<file path="src/rtl/alu_divider.sv">
// alu_divider: multi-cycle restoring divider for RISC-V DIV/DIVU/REM/REMU,
// one quotient bit per cycle, valid/ready handshakes on both sides.
module alu_divider #(
    parameter int DATA_WIDTH = 32
) (
    input  logic                  clk,
    input  logic                  rst,
    input  logic                  in_valid,
    output logic                  in_ready,
    input  logic [DATA_WIDTH-1:0] in_a,
    input  logic [DATA_WIDTH-1:0] in_b,
    input  logic                  op_signed,
    input  logic                  op_rem,
    output logic                  out_valid,
    input  logic                  out_ready,
    output logic [DATA_WIDTH-1:0] result,
    output logic                  div_by_zero
);
    localparam int W = DATA_WIDTH;
    localparam int CW = $clog2(W);
    localparam logic [CW-1:0] CNT_MAX = CW'(W - 1);
    localparam logic [1:0] IDLE = 2'd0;
    localparam logic [1:0] CALC = 2'd1;
    localparam logic [1:0] DONE = 2'd2;

    logic [1:0]    state_q, state_d;
    logic [W-1:0]  a_q, a_d, b_q, b_d, rem_q, rem_d, result_q, result_d;
    logic [CW-1:0] cnt_q, cnt_d;
    logic          neg_quo_q, neg_quo_d, neg_rem_q, neg_rem_d;
    logic          op_rem_q, op_rem_d, dbz_q, dbz_d;

    logic          a_neg, b_neg, b_zero, ovf, qbit;
    logic [W-1:0]  a_mag, b_mag, rem_nx, quo_nx;
    logic [W:0]    shifted, diff;

    // a_q doubles as the dividend shifter and the quotient accumulator
    always_comb begin
        a_neg     = op_signed & in_a[W-1];
        b_neg     = op_signed & in_b[W-1];
        a_mag     = a_neg ? -in_a : in_a;
        b_mag     = b_neg ? -in_b : in_b;
        b_zero    = in_b == '0;
        ovf       = op_signed && in_a == {1'b1, {(W-1){1'b0}}} && &in_b;
        shifted   = {rem_q, a_q[W-1]};
        diff      = shifted - {1'b0, b_q};
        qbit      = ~diff[W];
        rem_nx    = qbit ? diff[W-1:0] : shifted[W-1:0];
        quo_nx    = {a_q[W-2:0], qbit};
        state_d   = state_q;
        a_d       = a_q;
        b_d       = b_q;
        rem_d     = rem_q;
        cnt_d     = cnt_q;
        neg_quo_d = neg_quo_q;
        neg_rem_d = neg_rem_q;
        op_rem_d  = op_rem_q;
        result_d  = result_q;
        dbz_d     = dbz_q;
        if (state_q == IDLE && in_valid) begin
            if (b_zero) begin
                state_d  = DONE;
                result_d = op_rem ? in_a : '1;
                dbz_d    = 1'b1;
            end else if (ovf) begin
                state_d  = DONE;
                result_d = op_rem ? '0 : in_a;
                dbz_d    = 1'b0;
            end else begin
                state_d   = CALC;
                a_d       = a_mag;
                b_d       = b_mag;
                rem_d     = '0;
                cnt_d     = CNT_MAX;
                neg_quo_d = a_neg ^ b_neg;
                neg_rem_d = a_neg;
                op_rem_d  = op_rem;
            end
        end else if (state_q == CALC) begin
            a_d   = quo_nx;
            rem_d = rem_nx;
            cnt_d = cnt_q == '0 ? cnt_q : cnt_q - CW'(1);
            if (cnt_q == '0) begin
                state_d  = DONE;
                result_d = op_rem_q ? (neg_rem_q ? -rem_nx : rem_nx)
                                    : (neg_quo_q ? -quo_nx : quo_nx);
                dbz_d    = 1'b0;
            end
        end else if (state_q == DONE && out_ready) begin
            state_d = IDLE;
        end
    end

    always_ff @(posedge clk) begin
        if (rst) begin
            state_q   <= IDLE;
            a_q       <= '0;
            b_q       <= '0;
            rem_q     <= '0;
            cnt_q     <= '0;
            neg_quo_q <= 1'b0;
            neg_rem_q <= 1'b0;
            op_rem_q  <= 1'b0;
            result_q  <= '0;
            dbz_q     <= 1'b0;
        end else begin
            state_q   <= state_d;
            a_q       <= a_d;
            b_q       <= b_d;
            rem_q     <= rem_d;
            cnt_q     <= cnt_d;
            neg_quo_q <= neg_quo_d;
            neg_rem_q <= neg_rem_d;
            op_rem_q  <= op_rem_d;
            result_q  <= result_d;
            dbz_q     <= dbz_d;
        end
    end

    assign in_ready    = (state_q == IDLE) && !rst;
    assign out_valid   = state_q == DONE;
    assign result      = result_q;
    assign div_by_zero = dbz_q;
endmodule
</file>
<file path="config.mk">
export PLATFORM = sky130hd
export DESIGN_NAME = alu_divider
export DESIGN_NICKNAME = d
export VERILOG_FILES = /design/src/rtl/alu_divider.sv
export SDC_FILE = /design/constraint.sdc
export NUM_CORES = 1
export LEC_CHECK = 0
export BUFFER_PORTS_ARGS = -buffer_cell sky130_fd_sc_hd__clkbuf_2
export CORE_ASPECT_RATIO = 0.5
export CORE_MARGIN = 4
export CORE_UTILIZATION = 50
export CTS_BUF_LIST = sky130_fd_sc_hd__clkbuf_2 sky130_fd_sc_hd__clkbuf_4 sky130_fd_sc_hd__clkbuf_8
export DETAILED_ROUTE_END_ITERATION = 12
export PLACE_DENSITY = 0.72
export SKIP_LAST_GASP = 1
export SYNTH_ARGS = -nofsm -noshare
export SYNTH_HDL_FRONTEND = slang
export SYNTH_SLANG_ARGS = --single-unit
</file>
<file path="constraint.sdc">
create_clock -name clk -period 4.95 [get_ports clk]
set_clock_uncertainty 0.1 [all_clocks]
set_input_delay 0.99 -clock clk [delete_from_list [all_inputs] [get_ports clk]]
set_output_delay 0.99 -clock clk [all_outputs]
set_load 0.005 [all_outputs]
</file>
Yosys cells after proc, flatten, opt, wreduce, memory -nomap -nowiden

Cells that the tools add are included.

$add $sub $neg: 6
Equal/unequal tests: 8
Mux-type cells: 37
Bitwise logic cells: 6
Reductions and logical operators: 18

Operators by type and width:

| operator                                                            | count |
|---|---|
| 32-bit two-way mux                                                  | 21 |
| 32-bit negation                                                     | 4 |
| 33-bit by 32-bit subtractor with 33-bit output                      | 1 |
| 32-bit == test (second input constant)                              | 1 |
| 32-bit logical NOT                                                  | 1 |
| 32-bit AND reduction                                                | 1 |
| 5-bit two-way mux                                                   | 5 |
| 2-bit two-way mux                                                   | 6 |
| 3-bit AND reduction                                                 | 3 |
| 2-bit != test (second input constant)                               | 3 |
| 1-bit logical AND                                                   | 5 |
| 5-bit logical NOT                                                   | 1 |
| 1-bit two-way mux                                                   | 5 |
| 5-bit by 1-bit subtractor with 5-bit output (second input constant) | 1 |
| 4-bit AND reduction                                                 | 1 |
| 2-bit nonzero test                                                  | 2 |
| 3-bit by 2-bit != test with 1-bit output (second input constant)    | 1 |
| 3-bit != test (second input constant)                               | 1 |
| 1-bit inverter                                                      | 3 |
| 3-bit nonzero test                                                  | 1 |
| 1-bit AND                                                           | 2 |
| 2-bit by 1-bit == test with 1-bit output (second input constant)    | 1 |
| 2-bit == test (second input constant)                               | 1 |
| 2-bit logical NOT                                                   | 1 |
| 3 further kinds                                                     | 3 |

Flip-flop bits (word level): 139
Bits of input ports: 70
Output and inout bits: 35

Logic depth before layout (Yosys ltp)

Gate-level depths: netlist of the first run.

Word-level depth: 8
Depth in mapped cells: 25
Depth with buffers taken out: 23

Worst setup path before layout of the first run

No wires, ideal clock.

Path type: reg2reg
Start: register a_q[31]
End: register result_q[22], in the netlist result[22]
Setup time: 0.088 ns
Arrival: 4.737 ns
Path slack: 0.025 ns
Cell stages (with the launch flop): 23
Cells stage by stage: dfxtp_1 > inv_1 > ha_1 > fa_1 > nand2b_1 > a211oi_4 > o21ai_2 > a211oi_2 > o21a_2 > nor2_8 > inv_2 > buf_6 > clkbuf_1 > nor2_1 > a21oi_1 > ha_1 > and3_1 > nand3b_1 > o41ai_1 > nand4_1 > and4b_1 > or3_1 > a311oi_2

Cells in the longest elaborated chain, start to end: 8

Ends and longest elaborated chain:

| what                                                        | line   | text |
|---|---|---|
| start, declared                                             | 27     | `logic [W-1:0] a_q, a_d, b_q, b_d, rem_q, rem_d, result_q, result_d;` |
| start signal, assigned                                      | 96     | `a_q <= '0;` |
| start signal, assigned                                      | 107    | `a_q <= a_d;` |
| 33-bit by 32-bit subtractor with 33-bit output              | 45     | `diff = shifted - {1'b0, b_q};` |
| 32-bit two-way mux / 1-bit inverter (equally long branches) | 47, 46 |  |
| 32-bit negation (on tied branches)                          | 84, 85 |  |
| 32-bit two-way mux (on tied branches)                       | 84, 85 |  |
| 32-bit two-way mux *                                        | 84     | `result_d = op_rem_q ? (neg_rem_q ? -rem_nx : rem_nx)` |
| 32-bit two-way mux *                                        | 82     | `if (cnt_q == '0) begin` |
| 32-bit two-way mux *                                        | 78     | `end else if (state_q == CALC) begin` |
| 32-bit two-way mux *                                        | 59     | `if (state_q == IDLE && in_valid) begin` |
| end signal, assigned                                        | 114    | `result_q <= result_d;` |
| end, declared                                               | 27     |  |

Every way passes the cells marked *; elsewhere a longest branch is shown, timed or not. The select of a mux whose other input is x is not followed.
A chain may end at the register's enable or synchronous reset.

Worst setup path in the final report of the first run

Start: register a_q[31]
End: register result_q[6], in the netlist result[6]

Same word-level chain as after synthesis.

==> flow_summary.yaml, run 1 <==
yosys:
  syn_inst: 1632
  postSynth.asyncResetShare_pct: 0
  ys_warn_count: 0
  synth_compound_area_share_pct: 28.54
  synth_cell_type_count: 84
  synth_fp_nets: 1742
  synth_top_family_by_area: "compound AO/OA/AOI/OAI gates"
  synth_xor_area_share_pct: 10.26
  yosys.area_share.simple_pct: 23.72
  synth-edff-count: 0
  syn_area_per_cell_um2: 7.164
  ys_ff_latch: 139
  synthAdderAreaFrac_pct: 5.458
  syn-cell-area_mm2: 0.01169
  synth_ff_type: "dfxtp_1"
  synthMuxAreaShare_pct: 2.536
  synth_seq_area_share_pct: 23.80
cts:
  htree_levels: 4
  numCtsBuffers: 17
  cts_hold_buf: 0
  cts_tree: "done"
  root_buffer: "clkbuf_8"
  clkSinkCount: 139
  clk_pin_slew_ns: 0.08
  clockBufferDepth: 2
  clock_latency_ns: 0.51
worst_setup_path:
  ff2ff_path_depth: 16
  startpoint_type: "flip-flop"
  cp-startpoint: "a_q[31]"
  r2r-start: "a_q[31]"
  rrSetupSlack_ns: 0.28
  required_ns: 5.21
  endpoint_kind: "flip-flop"
  cp.arrival_ns: 4.94
  crit_type: "flip-flop to flip-flop"
  r2r_end: "result[6]"
  crit_fanout: 43
global_routing:
  grt-ovfl-total: 0
  antenna_found_initial: 0
  grt_start_max_net_pins: 90
  grt.total_usage_pct: 31.25
  grt_pass1_vias: 11605
  grt_pass1_wl_um: 64670
cells_and_area:
  areaGrowthSynthToFinish_pct: 10.84
  mostFrequentLayoutCell: "nor2_1"
  layout_common_cells: "nor2_1 (261), a21oi_1 (141), dfxtp_1 (139)"
  nets: 1794
  finalInstanceArea_mm2: 0.01296
  layout.cells.non_filler: 2004
  diodes: 0
  num-fill-cells: 2225
  drive_gt1_share_pct: 13.02
power:
  power_uw: 4396
  p_per_area_mw_per_mm2: 339.2
  peakVddDrop_uv: 213.2
  p_leak_uw: 0.004890
placed_design:
  port_buffers: 104
  placed_cell_area_mm2: 0.01249
  pre_cts_ws_ns: 0.1082
  dpl.hpwl_um: 30970
  gp_congestion: 0.9965
  dp.cells: 1971
route:
  drt_iter0_drc: 1623
  ant_nets: 0
  dr.pass1.iters: 6
  drc: 0
  routed_via_density: 6.289
  drt-wirelength-per-cell_um: 20.53
  vias: 12603
  finalWirelength_um: 41150
status:
  status: "finished, final reports clean"
min_path:
  worstHoldEndpoint: "result[21]"
  hp-class: "flip-flop to flip-flop"
  hp-start: "result[21]"
  whs_path_depth: 2
sta:
  slew_headroom_pct: 23.09
  finalCriticalPeriod_ns: 4.674
  setup_tns_ns: 0
  setup_violations: 0
  fmax_mhz: 214.0
  period_share_pct: 94.42
  rsz0062_at_grt: "no"
  hold_viol: 0
  setup_ws_ns: 0.2760
  maxSlewViolCount: 0
  tightest_slew_ns: 1.154
floorplan:
  ioPinCount: 105
  start_util_pct: 51.09
  dieArea_mm2: 0.02604
  row_count: 39
  core-area_mm2: 0.02289
  die_h_um: 116.1
  die_w_um: 224.3
run:
  maxCapViolations: 0
[cell families (layout without fill, tap and decap cells)]
group,after synthesis,count (layout)
AND/OR/NAND/NOR,599,599
flip-flops,139,139
multiplexers,29,29
buffers and inverters,170,235
AO/OA/AOI/OAI,505,505
adder cells (fa/ha/maj),53,53
XOR/XNOR,137,137
[cell type report]
class                           count  area, µm²  area share, %
Multi-Input combinational cell   1323       8309          64.12
Sequential cell                   139       2783          21.47
Timing Repair Buffer              142      833.3          6.430
Tap cell                          307      384.1          2.964
Clock buffer                       19      249.0          1.921
Inverter                           61      231.5          1.786
Clock inverter                     13      168.9          1.303
[worst max-delay path by stage]
stage / endpoint / depth (start not counted)
2_1_floorplan: result[22] / 22
3_3_place_gp: result[22] / 20
3_5_place_dp: result[22] / 20
4_1_cts: result[22] / 20
5_1_grt: result[22] / 22
6_report: result[6] / 16
[report_power, final]
group / leakage, µW / switching [µW] / internal (µW)
combinational: 0.00356 / 1280 / 714
sequential: 0.00114 / 148 / 1240
clock: 0.000200 / 497 / 512
[layer usage]
metal | vias up | wire (µm) | GRT usage [%]
li1 | 5999 | - | -
met1 | 5902 | 18740 | 44.35
met2 | 621 | 16950 | 46.54
met3 | 81 | 4484 | 8.815
met4 | 0 | 975 | 9.217
met5 | - | 0 | 0
[Yosys cell counts (5+ instances only)]
| cell type | count | area [µm²] |
|---|---|---|
| nand4_1 | 19 | 118.9 |
| or4_1 | 9 | 67.56 |
| xor2_1 | 60 | 525.5 |
| nor3_1 | 31 | 155.2 |
| o41ai_1 | 17 | 148.9 |
| a21oi_1 | 142 | 710.7 |
| nor2_1 | 262 | 983.4 |
| and2_1 | 9 | 56.30 |
| xnor2_1 | 77 | 674.4 |
| o21a_1 | 7 | 52.55 |
| clkbuf_1 | 91 | 341.6 |
| or3_1 | 19 | 118.9 |
| nand2b_1 | 18 | 112.6 |
| o21ai_0 | 96 | 480.5 |
| o2111ai_1 | 6 | 52.55 |
| and3_1 | 9 | 56.30 |
| mux2i_1 | 24 | 240.2 |
| a211oi_1 | 78 | 585.6 |
| o21bai_1 | 5 | 37.54 |
| nor2b_1 | 9 | 56.30 |
| nor4_1 | 19 | 118.9 |
| a21o_1 | 9 | 67.56 |
| a311oi_1 | 5 | 43.79 |
| o31ai_1 | 18 | 135.1 |
| o211ai_1 | 23 | 172.7 |
| maj3_1 | 13 | 130.1 |
| ha_1 | 39 | 488.0 |
| buf_2 | 15 | 75.07 |
| a21boi_0 | 5 | 37.54 |
| inv_1 | 59 | 221.5 |
| o22ai_1 | 5 | 31.28 |
| nand3_1 | 33 | 165.2 |
| a31oi_1 | 30 | 187.7 |
| nand2_1 | 132 | 495.5 |
| a211o_1 | 5 | 43.79 |
| dfxtp_1 | 139 | 2783 |
| nand3b_1 | 8 | 60.06 |
[per-stage QoR]
stage,hold WS (ns),utilization (%)
after CTS,0.3557,56.39
after global placement,0.3399,54.57
after global routing,0.3788,56.62
after detailed placement,0.3435,54.57
final,0.3552,56.62
after floorplan,0.3319,-
[worst max-delay path, stage by stage, from the launching register on]
cell	delay, ns
dfxtp_1	0.37
inv_1	0.09
ha_1	0.23
fa_1	0.41
nand2b_4	0.18
a211oi_4	0.27
o21ai_2	0.14
a211oi_4	0.35
nor3_2	0.13
nor2_8	0.12
buf_4	0.52
mux2i_1	0.43
a41oi_1	0.19
xor2_1	0.37
a21oi_1	0.17
o21ai_0	0.34
a21oi_1	0.11
[state kept, by name, summed over array words and instances (netlist names)]
register,cells
state_q,2
b_q,32
a_q,32
div_by_zero,1
neg_quo_q,1
rem_q,32
op_rem_q,1
result,32
neg_rem_q,1
cnt_q,5
[repair_timing]
| item | 4_1_cts | 5_1_grt |
|---|---|---|
| setup endpoints to repair | 0 | 7 |
| gates resized for setup | 0 | 9 |
| buffers inserted | 0 | 1 |
Note: power is estimated with default switching activity, not from simulation.
==> inputs of run 2 (changes only) <==
==> constraint.sdc (replaced) <==
create_clock -name clk -period 3.85 [get_ports clk]
set_clock_uncertainty 0.1 [all_clocks]
set_input_delay 0.77 -clock clk [delete_from_list [all_inputs] [get_ports clk]]
set_output_delay 0.77 -clock clk [all_outputs]
set_load 0.005 [all_outputs]
==> flow_summary.yaml, run 2 (synthesized netlist as in run 1, its figures left out) <==
status:
  status: "complete, but fails checks"
  violations: "setup timing"
floorplan:
  dieArea_mm2: 0.02604
  core-area_mm2: 0.02289
  die_w_um: 224.3
  row_count: 39
  die_h_um: 116.1
  start_util_pct: 51.09
  ioPinCount: 105
sta:
  setup_violations: 24
  slew_headroom_pct: 18.10
  maxSlewViolCount: 0
  hold_viol: 0
  setup_ws_ns: -0.4168
  rsz0062_at_grt: "yes"
  fmax_mhz: 234.4
  period_share_pct: 110.8
  finalCriticalPeriod_ns: 4.267
  tightest_slew_ns: 1.228
cts:
  clock_latency_ns: 0.51
  clk_pin_slew_ns: 0.09
  clkSinkCount: 139
  cts_tree: "done"
  root_buffer: "clkbuf_8"
  htree_levels: 4
  numCtsBuffers: 17
  clockBufferDepth: 2
worst_setup_path:
  startpoint_type: "flip-flop"
  cp.arrival_ns: 4.61
  crit_type: "flip-flop to flip-flop"
  endpoint_kind: "flip-flop"
  required_ns: 4.19
  crit_fanout: 6
route:
  dr.pass1.iters: 6
  finalWirelength_um: 46020
  ant_nets: 0
  routed_via_density: 6.200
  vias: 13882
  drt-wirelength-per-cell_um: 20.55
  drt_iter0_drc: 1652
  drc: 0
placed_design:
  placed_cell_area_mm2: 0.01412
  gp_congestion: 0.9933
  dp.cells: 2178
  port_buffers: 104
  dpl.hpwl_um: 34100
power:
  peakVddDrop_uv: 319.5
  p_switching_uw: 2844
  pwr-share-clk_pct: 20.0
  p_per_area_mw_per_mm2: 420.1
  p_sw_share_pct: 43.04
  pwr-share-comb_pct: 52.9
  intPower_uw: 3764
  p_leak_uw: 0.006328
  seq_power_share_pct: 27.2
run:
  maxCapViolations: 0
min_path:
  hp-class: "flip-flop to flip-flop"
cells_and_area:
  diodes: 0
  final_core_util_pct: 68.73
  areaGrowthSynthToFinish_pct: 34.54
  mostFrequentLayoutCell: "nor2_1"
  layout_common_cells: "nor2_1 (257), buf_4 (254), dfxtp_1 (134)"
  nets: 2029
  drive_gt1_share_pct: 30.23
  finalInstanceArea_mm2: 0.01573
  layout.cells.non_filler: 2239
global_routing:
  grt-ovfl-total: 0
  grt_pass1_vias: 12735
  grt_pass1_wl_um: 69560
  grt.total_usage_pct: 33.60
  grt_start_max_net_pins: 100
  antenna_found_initial: 0
## run 2: final timing paths
kind | from | end | slack, ns | depth (start not counted)
worst min register to register | result[0] | result[0] | 0.36 | 2
worst max-delay path | a_q[31] | result[24] | -0.42 | 25
worst max register to register | a_q[31] | result[24] | -0.42 | 25
worst min-delay path | result[0] | result[0] | 0.36 | 2
## run 2: power by group through the flow
| stage | combinational [µW] | clock [µW] | sequential, µW |
|---|---|---|---|
| after floorplan | 1800 | 0 | 1750 |
| after global placement | 2860 | 0 | 1800 |
| after detailed placement | 2910 | 0 | 1810 |
| after CTS | 3100 | 1330 | 1780 |
| after global routing | 3730 | 1390 | 1820 |
| final | 3490 | 1320 | 1800 |
## run 2: metrics by stage
| stage | setup TNS [ns] | setup slack [ns] | total power (µW) | hold WS (ns) |
|---|---|---|---|---|
| after floorplan | -4.609 | -0.6384 | 3546 | 0.3319 |
| after detailed placement | -10.73 | -0.5165 | 4727 | 0.3473 |
| after global routing | -8.881 | -0.5722 | 6932 | 0.3803 |
| after CTS | -3.839 | -0.3666 | 6218 | 0.3583 |
| after global placement | -5.402 | -0.3947 | 4661 | 0.3403 |
| final | -5.199 | -0.4168 | 6608 | 0.3566 |
## run 2: metal layers
| layer | share of wire (%) | global-route usage [%] | vias up | wire length [µm] |
|---|---|---|---|---|
| met5 | 0 | 0 | - | 0 |
| met4 | 3.5 | 13.38 | 0 | 1611 |
| met3 | 10 | 6.379 | 129 | 4585 |
| met2 | 43 | 51.86 | 714 | 19790 |
| met1 | 44 | 46.87 | 6569 | 20030 |
| li1 | - | - | 6470 | - |
## run 2: cell type report
class	instances	area, µm²
Tap cell	307	384.1
Timing Repair Buffer	377	2773
Clock buffer	19	255.2
Sequential cell	139	2789
Inverter	61	234.0
Multi-Input combinational cell	1323	9126
Fill cell	1895	7157
Clock inverter	13	167.7
## run 2: critical path, stage by stage (launching register included)
cell      delay, ns
dfxtp_2        0.34
inv_2          0.05
ha_4           0.16
fa_2           0.34
nand2b_4       0.16
a211oi_4       0.27
o21ai_2        0.10
a211oi_2       0.28
buf_4          0.17
nor3_4         0.06
nor2_8         0.15
inv_6          0.06
nand2_2        0.06
o21ai_2        0.06
inv_1          0.05
ha_2           0.17
and3_4         0.17
nand3b_1       0.10
buf_4          0.15
o41ai_2        0.21
nand4_1        0.20
buf_4          0.21
o21ai_2        0.15
xor2_1         0.20
a211oi_1       0.10
nor3_1         0.13
## run 2: what timing repair did
item,4_1_cts,5_1_grt
pin swaps,50,70
hold endpoints to repair,0,0
hold buffers,0,0
endpoints found under the setup margin,30,31
resized for setup,61,138
setup buffers,12,21
gates cloned,1,1
